**config.mk**
```make
export PLATFORM = sky130hd
export DESIGN_NAME = wb_dpram_port
export DESIGN_NICKNAME = d
export VERILOG_FILES = /design/src/rtl/wb_pkg.sv /design/src/rtl/wb_dpram_port.sv
export SDC_FILE = /design/constraint.sdc
export NUM_CORES = 1
export LEC_CHECK = 0
export ABC_AREA = 1
export CAP_MARGIN = 20
export CORE_MARGIN = 2
export CORE_UTILIZATION = 30
export DETAILED_ROUTE_END_ITERATION = 8
export SYNTH_ARGS = -nofsm -noshare
export SYNTH_HDL_FRONTEND = slang
export SYNTH_SLANG_ARGS = --single-unit
```
**constraint.sdc**
```tcl
create_clock -name clock -period 3.1 [get_ports clock]
set_input_delay 0.31 -clock clock [delete_from_list [all_inputs] [get_ports clock]]
set_output_delay 0.31 -clock clock [all_outputs]
set_load 0.02 [all_outputs]
```
**src/rtl/wb_pkg.sv**
```systemverilog
// Shared types and helpers for the Wishbone port-B bridge to the J1 program/data RAM.
// Holds the FSM state encoding and the byte-lane merge used by read-modify-write.
package wb_pkg;

   typedef enum logic [2:0] {
      IDLE,
      RD,
      RMW_RD,
      RMW_WR,
      ACK
   } state_e;

   // The merge works on a 64-bit container; callers zero-extend and truncate.
   localparam int MERGE_W     = 64;
   localparam int MERGE_SEL_W = MERGE_W / 8;

   function automatic logic [MERGE_W-1:0] merge(input logic [MERGE_W-1:0]     old_w,
                                                input logic [MERGE_W-1:0]     new_w,
                                                input logic [MERGE_SEL_W-1:0] sel);
      logic [MERGE_W-1:0] res;
      for (int i = 0; i < MERGE_SEL_W; i++) begin
         res[i*8 +: 8] = sel[i] ? new_w[i*8 +: 8] : old_w[i*8 +: 8];
      end
      return res;
   endfunction

endpackage

```
**src/rtl/wb_dpram_port.sv**
```systemverilog
// Wishbone B4 classic slave driving port B of the dual-port RAM; partial-lane
// writes are done as read-modify-write because the RAM has no byte enables.
module wb_dpram_port
   import wb_pkg::*;
#(
   parameter  int ADDR_W = 13,
   parameter  int DATA_W = 16,
   localparam int SEL_W  = DATA_W / 8
) (
   input  logic              clock,
   input  logic              reset_n,
   input  logic              wb_cyc_i,
   input  logic              wb_stb_i,
   input  logic              wb_we_i,
   input  logic [ADDR_W-1:0] wb_adr_i,
   input  logic [SEL_W-1:0]  wb_sel_i,
   input  logic [DATA_W-1:0] wb_dat_i,
   output logic [DATA_W-1:0] wb_dat_o,
   output logic              wb_ack_o,
   output logic [ADDR_W-1:0] ram_address,
   output logic [DATA_W-1:0] ram_data,
   output logic              ram_wren,
   input  logic [DATA_W-1:0] ram_q
);

   state_e            state_q, state_d;
   logic [ADDR_W-1:0] adr_q, adr_d;
   logic [DATA_W-1:0] wdat_q, wdat_d;
   logic [SEL_W-1:0]  sel_q, sel_d;
   logic [DATA_W-1:0] merge_q, merge_d;
   logic [DATA_W-1:0] rdat_q, rdat_d;
   logic              ack_q, ack_d;
   logic              wren;
   logic              req;
   logic              sel_full;
   logic              sel_none;

   assign req      = wb_cyc_i & wb_stb_i;
   assign sel_full = &wb_sel_i;
   assign sel_none = ~|wb_sel_i;

   always_comb begin
      // NOTE: every output of this block gets a default first, so no path can infer a latch.
      state_d     = state_q;
      adr_d       = adr_q;
      wdat_d      = wdat_q;
      sel_d       = sel_q;
      merge_d     = merge_q;
      rdat_d      = rdat_q;
      ack_d       = 1'b0;
      wren        = 1'b0;
      ram_address = adr_q;
      ram_data    = merge_q;

      unique case (state_q)
         IDLE: begin
            ram_address = wb_adr_i;
            ram_data    = wb_dat_i;
            if (req) begin
               if (!wb_we_i) begin
                  adr_d   = wb_adr_i;
                  state_d = RD;
               end else if (sel_full) begin
                  wren    = 1'b1;
                  ack_d   = 1'b1;
                  state_d = ACK;
               end else if (sel_none) begin
                  ack_d   = 1'b1;
                  state_d = ACK;
               end else begin
                  adr_d   = wb_adr_i;
                  wdat_d  = wb_dat_i;
                  sel_d   = wb_sel_i;
                  state_d = RMW_RD;
               end
            end
         end
         RD: begin
            if (!wb_cyc_i) begin
               state_d = IDLE;
            end else begin
               rdat_d  = ram_q;
               ack_d   = 1'b1;
               state_d = ACK;
            end
         end
         RMW_RD: begin
            if (!wb_cyc_i) begin
               state_d = IDLE;
            end else begin
               merge_d = DATA_W'(merge(MERGE_W'(ram_q), MERGE_W'(wdat_q), MERGE_SEL_W'(sel_q)));
               state_d = RMW_WR;
            end
         end
         RMW_WR: begin
            // The write is committed even if the master aborts now; only the ack is dropped.
            wren    = 1'b1;
            ack_d   = wb_cyc_i;
            state_d = wb_cyc_i ? ACK : IDLE;
         end
         ACK: begin
            state_d = IDLE;
         end
         default: begin
            state_d = IDLE;
         end
      endcase
   end

   // NOTE: the state register uses non-blocking assignments so all flops update together on the edge.
   always_ff @(posedge clock or negedge reset_n) begin
      if (!reset_n) begin
         state_q <= IDLE;
         adr_q   <= '0;
         wdat_q  <= '0;
         sel_q   <= '0;
         merge_q <= '0;
         rdat_q  <= '0;
         ack_q   <= 1'b0;
      end else begin
         state_q <= state_d;
         adr_q   <= adr_d;
         wdat_q  <= wdat_d;
         sel_q   <= sel_d;
         merge_q <= merge_d;
         rdat_q  <= rdat_d;
         ack_q   <= ack_d;
      end
   end

   // The IDLE full-write path is combinational from the bus, so it must be gated while in reset.
   assign ram_wren = wren & reset_n;
   assign wb_ack_o = ack_q;
   assign wb_dat_o = rdat_q;

endmodule

```
; Yosys cells after proc, flatten, opt, wreduce, memory -nomap -nowiden
; Cells that the tools add are included.
[word_totals]
register_bits = 67
input_bits = 52
[op_classes]
eq_ne = 6
mux = 24
bitwise_logic = 3
n_reduce_logical = 8
[ops]
columns = operator, n
row1 = 13-bit two-way mux, 4
row2 = 16-bit two-way mux, 1
row3 = 8-bit two-way mux, 2
row4 = 3-bit two-way mux, 5
row5 = 3-bit case mux with 3 select lines, 1
row6 = 1-bit two-way mux, 8
row7 = "3-bit by 2-bit == test with 1-bit output, second input constant", 2
row8 = 2-bit AND reduction, 3
row9 = 5-bit AND reduction, 1
row10 = "2-bit inequality test, second input constant", 2
row11 = 4-bit AND reduction, 1
row12 = 2-bit OR reduction, 2
row13 = "3-bit by 1-bit == test with 1-bit output, second input constant", 1
row14 = 3-bit logical NOT, 1
row15 = 1-bit case mux with 3 select lines, 1
row16 = 1-bit AND, 2
row17 = 2-bit two-way mux, 1
row18 = "2-bit by 1-bit inequality test with 1-bit output, second input constant", 1
row19 = 1-bit case mux with 2 select lines, 1
row20 = 1-bit NOT, 1

; Depth between registers and ports, before layout
; Gate-level depths: netlist of run 1.
[logic_depth]
ltp_word = 6
ltp_mapped = 8
depth_no_buf = 7

; Worst setup path after synthesis of run 1
; OpenSTA, ideal clock, no wires.
[synth_timing]
kind = register to output
from = register state_q[2]
to = output ram_wren
arrival_ps = 1257
required_time_ps = 2790
slack_ps = 1533
stages_incl_launch_ff = 7
path_cell_list = dfrtp_1 -> inv_1 -> nand2_1 -> nor2_4 -> buf_2 -> nand2_1 -> a21boi_1
[synth_between]
elab_chain_cells = 3
elab_cells_between_ends = 4
classes_between = eq/ne: 1 / mux: 1 / bitwise: 1 / reduce/logical: 1
[synth_rtl]
columns = element, line
row1 = "start, declared", wb_dpram_port.sv:26  ; state_e state_q, state_d;
row2 = "start signal, assigned", wb_dpram_port.sv:121  ; state_q <= state_d;
row3 = 3-bit by 2-bit == test with 1-bit output / 3-bit logical NOT (equally long branches), wb_dpram_port.sv:55  ; unique case (state_q)
row4 = 1-bit case mux with 2 select lines *, wb_dpram_port.sv:55
row5 = 1-bit AND *, wb_dpram_port.sv:132  ; assign ram_wren = wren & reset_n;
row6 = "end, declared", wb_dpram_port.sv:22  ; output logic ram_wren,
; Mark *: on every way between the ends. The rest lies on a longest branch, timed or not.

; Worst setup path after layout of run 1
[layout_timing]
from = register state_q[1]
to = output ram_data[13]
[layout_between]
elab_chain_cells = 2
[layout_rtl]
columns = element, line
row1 = 3-bit logical NOT, wb_dpram_port.sv:55
row2 = 16-bit two-way mux, wb_dpram_port.sv:55
row3 = "end, declared", wb_dpram_port.sv:21  ; output logic [DATA_W-1:0] ram_data,
; No other way between the ends.

==> impl_metrics.py, run 1 <==
metrics = {
    "floorplanning": {
        "die_w_um": 108,
        "dieArea_um2": 11600,
        "dieHeight_um": 108,
        "core-area_um2": 10400,
        "initial_core_util": 0.311,
        "placementRows": 37,
        "io_pins": 99,
    },
    "worst_setup_path": {
        "ff2ff_setup_slack_ps": 1090,
        "arrival_ps": 2330,
        "path_max_fanout": 34,
        "cp.required_ps": 2790,
        "start_kind": "flip-flop",
        "path_class": "flip-flop to output pin",
        "critPathCaptureType": "output pin",
    },
    "cts": {
        "path_clk_slew_ps": 70,
        "cts_buffers": 9,
        "holdBufCountCts": 0,
        "clockBufferDepth": 2,
        "post_cts_buffers": 0,
        "clk_latency_ps": 340,
        "cts_resized": 0,
        "clock-sinks": 67,
        "cts-root-buf": "clkbuf_8",
        "htree_levels": 3,
        "cts_tree": "built",
    },
    "sta": {
        "hold_violations": 0,
        "setup_tns_ps": 0,
        "min_period_ps": 2640,
        "report.final.slew_viol_count": 0,
        "tightestPinTransition_ps": 874,
        "layout_worst_path_cycle_share": 0.850,
        "slew_headroom": 0.417,
        "worst_clock_skew_ps": 10.0,
        "rsz0062_at_grt": "no",
        "fin_ws_ps": 464,
        "finalSetupViolCount": 0,
        "max_freq_mhz": 379,
    },
    "cells_and_area": {
        "drive_gt1_frac": 0.0881,
        "diodes": 0,
        "syn2layout_area_growth_pct": 39.6,
        "fin_cells": 658,
        "nNetsFinal": 571,
    },
    "placement": {
        "routabilityCongestion": 0.789,
        "dp_hpwl_um": 5950,
        "post-place-ws_ps": 763,
        "numPortBuffers": 98,
        "place_inst": 642,
    },
    "yosys": {
        "synth_compound_area_frac": 0.0597,
        "yosys_warnings": 0,
        "synth_cell_type_count": 22,
        "synth_seq_cells": 67,
        "yosys.area_share.xor_xnor": 0,
        "synth-seq-area-share": 0.519,
        "synth_ff_type": "dfrtp_1",
        "syn_area_per_cell_um2": 7.67,
        "synth_top_family_by_area": "simple AND/OR/NAND/NOR gates",
        "synth_nets": 475,
        "synth_mux_area_frac": 0,
        "syn-cell-area_um2": 3230,
        "async_flop_share": 1.00,
        "netlist_instances": 421,
        "synth_fa_ha_area_frac": 0.00775,
        "synth-simple-area-share": 0.368,
        "synth_edf_count": 0,
    },
    "power_and_ir_drop": {
        "p_leak_nw": 2.24,
        "peakVddDrop_mv": 0.555,
        "power.density_nw_per_um2": 1020,
        "power_mw": 4.62,
    },
    "routing": {
        "routed_wl_um": 8650,
        "ant_nets": 0,
        "wl_per_cell_um": 13.1,
        "drt-pass1-iter-count": 4,
        "vias": 2937,
        "via_per_inst": 4.46,
        "drc_errors": 0,
        "drt_iter0_drc": 146,
    },
    "global_routing": {
        "grt.busiest_layer": "met2",
        "use_met3": 0.0442,
        "grt_use_met2": 0.233,
        "grtUsageTotal": 0.157,
        "gr-total-overflow": 0,
        "first_global_vias": 2867,
        "grt_pass1_wl_um": 14200,
        "gr-usage-met1": 0.227,
        "grt_start_max_net_pins": 68,
        "antenna_found_initial": 0,
    },
    "run": {
        "maxCapViolations": 0,
    },
    "run_status": {
        "status": "finished clean",
    },
    "worst_hold_path": {
        "hold_class": "input port to async pin",
    },
}
cell type report:
class                      instances  area (um2)
fill                            1072        5860
timing repair buffer             101         998
inverter                          12        47.5
clock inverter                     5        77.6
multi-input combinational        326        1410
clock buffer                      11         131
tap                              136         170
sequential                        67        1680
synth_stat cells, types with 2 or more instances:
library cell / number / area share
nand2_1: 237 / 0.28
nand3_1: 17 / 0.026
o21ai_0: 22 / 0.034
buf_6: 3 / 0.010
buf_2: 10 / 0.016
nor2_1: 6 / 0.0070
clkbuf_1: 2 / 0.0023
inv_1: 9 / 0.010
dfrtp_1: 67 / 0.52
o21ai_1: 14 / 0.022
nor2_4: 4 / 0.014
or2_2: 16 / 0.031
nand2_2: 2 / 0.0039
inv_2: 2 / 0.0023
ha_1: 2 / 0.0078
nand3_2: 2 / 0.0062
logic make-up (layout without fill, tap and decap cells):
logic type,after synthesis,in the layout
flip-flops,67,67
AO/OA/AOI/OAI,38,38
buffers and inverters,28,129
adder cells (fa/ha/maj),2,2
AND/OR/NAND/NOR,286,286
metal layers:
metal / vias up / part of all wire / routed length, um
li1: 1498 / - / -
met1: 1346 / 0.48 / 4150
met2: 89 / 0.45 / 3890
met3: 4 / 0.066 / 567
met4: 0 / 0.0058 / 50
met5: - / 0 / 0
flip-flops by register name, summed over array words and instances, names as in the netlist:
name,count
wdat_q,16
merge_q,16
state_q,3
adr_q,13
wb_dat_o,16
wb_ack_o,1
sel_q,2
critical path, cell delays in order (launching register included):
cell and delay, ps:
dfrtp_1 510, inv_2 90, nand2_2 540, nand2_1 130, nand2_1 110, clkdlybuf4s50_1 620
cells in the final DEF, fill, tap and decap left out:
| cell | Yosys | routed |
|---|---|---|
| nor2_2 | 1 | 1 |
| nand3_2 | 2 | 2 |
| nor2_1 | 6 | 6 |
| clkdlybuf4s50_1 | 0 | 97 |
| clkinv_2 | 0 | 2 |
| a21oi_1 | 1 | 1 |
| inv_2 | 2 | 2 |
| clkbuf_8 | 0 | 9 |
| clkinvlp_4 | 0 | 1 |
| nand2_2 | 2 | 2 |
| buf_4 | 1 | 3 |
| or2_2 | 16 | 16 |
| o21ai_0 | 22 | 22 |
| inv_1 | 9 | 9 |
| bufinv_16 | 0 | 2 |
| clkbuf_1 | 2 | 2 |
| ha_1 | 2 | 2 |
| nand2_1 | 237 | 237 |
| o21ai_1 | 14 | 14 |
| nor2_4 | 4 | 4 |
| buf_2 | 10 | 1 |
| nand4_1 | 1 | 1 |
| a21boi_1 | 1 | 1 |
| dfrtp_1 | 67 | 67 |
| inv_4 | 1 | 1 |
| nand3_1 | 17 | 17 |
report_power, final:
group,leakage (nW),internal (mW),switching (mW)
clock network,0.103,0.451,0.324
registers,0.844,1.28,0.251
logic,1.29,0.986,1.33
path summary, 6_finish.rpt:
| path | from | end | depth (start not counted) |
|---|---|---|---|
| hold / removal | reset_n | adr_q[8] | 2 |
| setup reg to reg | state_q[2] | wdat_q[10] | 7 |
| max in group asynchronous | reset_n | merge_q[8] | 2 |
| hold reg to reg | wdat_q[4] | wdat_q[4] | 2 |
| min in group clock | wdat_q[4] | wdat_q[4] | 2 |
| setup / recovery | state_q[1] | ram_data[13] | 5 |
stage by stage:
| step | area [um2] | hold WS [ps] | utilization |
|---|---|---|---|
| 2_1_floorplan | 3230 | 14.4 | - |
| 3_3_place_gp | 4300 | 449 | 0.414 |
| 3_5_place_dp | 4300 | 453 | 0.414 |
| 4_1_cts | 4510 | 245 | 0.435 |
| 5_1_grt | 4510 | 277 | 0.435 |
| 6_report | 4510 | 197 | 0.435 |
Power figures use the tool's default switching activity.
==> run 2, diff against run 1 <==
--- a/config.mk
+++ b/config.mk
@@ -10,6 +10,7 @@
 export CORE_MARGIN = 2
 export CORE_UTILIZATION = 30
 export DETAILED_ROUTE_END_ITERATION = 8
+export GPL_TIMING_DRIVEN = 0
 export SYNTH_ARGS = -nofsm -noshare
 export SYNTH_HDL_FRONTEND = slang
 export SYNTH_SLANG_ARGS = --single-unit
==> run 2 against run 1 <==
  * Via count up 4.5%
  * Clock power fell by 9.4%
  * Die area unchanged
  * Register-to-register slack improved by 540 ps
  * Core utilization is 0.49 points higher
  * Critical path depth up 2
  * Sequential share of layout area is 0.42 points lower
  * Hold slack got worse by 120 ps
  * Routed wire length is 4.9% higher
  * Worst setup slack got worse by 20 ps
  * Largest cell class unchanged
==> impl_metrics.py, run 2 (same netlist as run 1, synthesis figures left out) <==
metrics = {
    "worst_setup_path": {
        "r2r-end": "wdat_q[8]",
        "crit_cells": 7,
        "slowest_delay_ps": 630,
        "cp_slowest_cell": "clkdlybuf4s50_1",
        "start_kind": "flip-flop",
        "arrival_ps": 2350,
        "ff2ff_setup_slack_ps": 1630,
        "path_max_fanout": 10,
        "crit_path_frequent_cell": "nand2_1",
        "crit_chain": "inv_1 -> nand2_1 -> nor2_4 -> clkbuf_1 -> nand2_1 -> nand2_1 -> clkdlybuf4s50_1",
        "crit_buf_inv": 3,
        "cp_top_family": "buffers and inverters",
        "path_class": "flip-flop to output pin",
        "cp-startpoint": "state_q[2]",
        "reg2reg_depth": 7,
        "worst_r2r_startpoint": "state_q[2]",
        "cp.required_ps": 2790,
        "endpoint": "ram_data[13]",
        "critPathCaptureType": "output pin",
    },
    "floorplanning": {
        "initial_core_util": 0.311,
        "die_w_um": 108,
        "placementRows": 37,
        "dieHeight_um": 108,
        "dieArea_um2": 11600,
        "core-area_um2": 10400,
        "io_pins": 99,
    },
    "sta": {
        "fin_ws_ps": 444,
        "layout_worst_path_cycle_share": 0.857,
        "finalSetupViolCount": 0,
        "max_freq_mhz": 376,
        "whs_ps": 77.1,
        "slew_headroom": 0.407,
        "worst_clock_skew_ps": 8.11,
        "tightestPinTransition_ps": 889,
        "min_period_ps": 2660,
        "rsz0062_at_grt": "no",
        "hold_violations": 0,
        "report.final.slew_viol_count": 0,
    },
    "cts": {
        "cts_resized": 0,
        "path_clk_slew_ps": 70,
        "cts-root-buf": "clkbuf_8",
        "htree_levels": 3,
        "cts_buffers": 9,
        "clk_latency_ps": 340,
        "post_cts_buffers": 0,
        "clockBufferDepth": 2,
        "clock-sinks": 67,
        "cts_tree": "built",
        "holdBufCountCts": 0,
    },
    "routing": {
        "vias": 3068,
        "routed_wl_um": 9070,
        "wl_met1_um": 4370,
        "drt_iter0_drc": 107,
        "ant_nets": 0,
        "dr_wl_met2_um": 3940,
        "drt-pass1-iter-count": 4,
        "wl_per_cell_um": 13.6,
        "drc_errors": 0,
        "top_layer": "met4",
        "via_per_inst": 4.59,
        "route.met3.wl_um": 629,
    },
    "power_and_ir_drop": {
        "power.density_nw_per_um2": 1010,
        "power_mw": 4.62,
        "peakVddDrop_mv": 0.489,
        "p_leak_nw": 2.28,
    },
    "placement": {
        "routabilityCongestion": 0.868,
        "numPortBuffers": 98,
        "post-place-ws_ps": 734,
        "dpl_cell_area_um2": 4380,
        "dp_hpwl_um": 6480,
    },
    "cells_and_area": {
        "diodes": 0,
        "final_common_cell": "nand2_1",
        "nNetsFinal": 584,
        "syn2layout_area_growth_pct": 41.2,
        "stdcell_area_um2": 4560,
        "drive_gt1_frac": 0.105,
        "final_cell_mix": "237 x nand2_1, 97 x clkdlybuf4s50_1, 67 x dfrtp_1, 22 x o21ai_0, 17 x nand3_1",
    },
    "global_routing": {
        "grtUsageTotal": 0.162,
        "first_global_vias": 3043,
        "grt_pass1_wl_um": 14800,
        "grt_start_max_net_pins": 69,
        "antenna_found_initial": 0,
        "gr-total-overflow": 0,
    },
    "run_status": {
        "status": "finished clean",
    },
    "worst_hold_path": {
        "hold_class": "input port to async pin",
    },
    "run": {
        "maxCapViolations": 0,
    },
}
==> run 2: cell count changes in the layout (fill, tap and decap cells not counted) <==
| cell | before | now |
|---|---|---|
| buf_4 | 3 | 2 |
| bufinv_16 | 2 | 1 |
| clkinvlp_4 | 1 | 0 |
| buf_2 | 1 | 10 |
| clkbuf_1 | 2 | 3 |
| clkbuf_8 | 9 | 10 |
| buf_6 | 0 | 3 |
==> run 2: area by class of cell <==
cell class | instances | area (um2)
flip-flops and latches | 67 | 1680
repair buffers | 98 | 978
inverters | 12 | 47.5
fillers | 1082 | 5810
clock buffers | 11 | 141
multi-input cells | 326 | 1410
clock inverters | 3 | 40.0
plain buffers | 16 | 98.8
well taps | 136 | 170
==> run 2: power by group <==
part,internal (mW),switching (mW),total [mW]
logic,1.03,1.35,2.38
registers,1.28,0.256,1.53
clock network,0.382,0.319,0.702
total,2.69,1.93,4.62
==> run 2: per-layer routing <==
layer  vias to the layer above  track usage
li1                       1522            -
met1                      1440        0.226
met2                        94        0.242
met3                        12       0.0430
met4                         0       0.0586
met5                         -            0
==> run 2: how the worst min path moves through the flow <==
stage                     end  slack, ps  depth (start not counted)
floorplan            adr_q[0]         10                          0
global placement    wdat_q[8]        450                          2
detailed placement  wdat_q[1]        450                          2
CTS                  adr_q[8]        120                          1
global route         adr_q[4]        140                          1
finish               adr_q[4]         80                          1
==> run 2: worst reg2reg max path: stages (launching register included) <==
cell     delay [ps]
dfrtp_1         410
inv_1           100
nand2_1         100
nor2_4          140
nand3_2         220
buf_2           270
nand2_1          70
nand2_1          50
==> run 2: through the flow <==
| stage | cells | utilization | setup TNS [ps] |
|---|---|---|---|
| 3_3_place_gp | 655 | 0.422 | -44170 |
| 5_1_grt | 669 | 0.440 | 0 |
| 6_report | 669 | 0.440 | 0 |
| 3_5_place_dp | 655 | 0.422 | 0 |
| 4_1_cts | 669 | 0.440 | 0 |
| 2_1_floorplan | 421 | - | 0 |
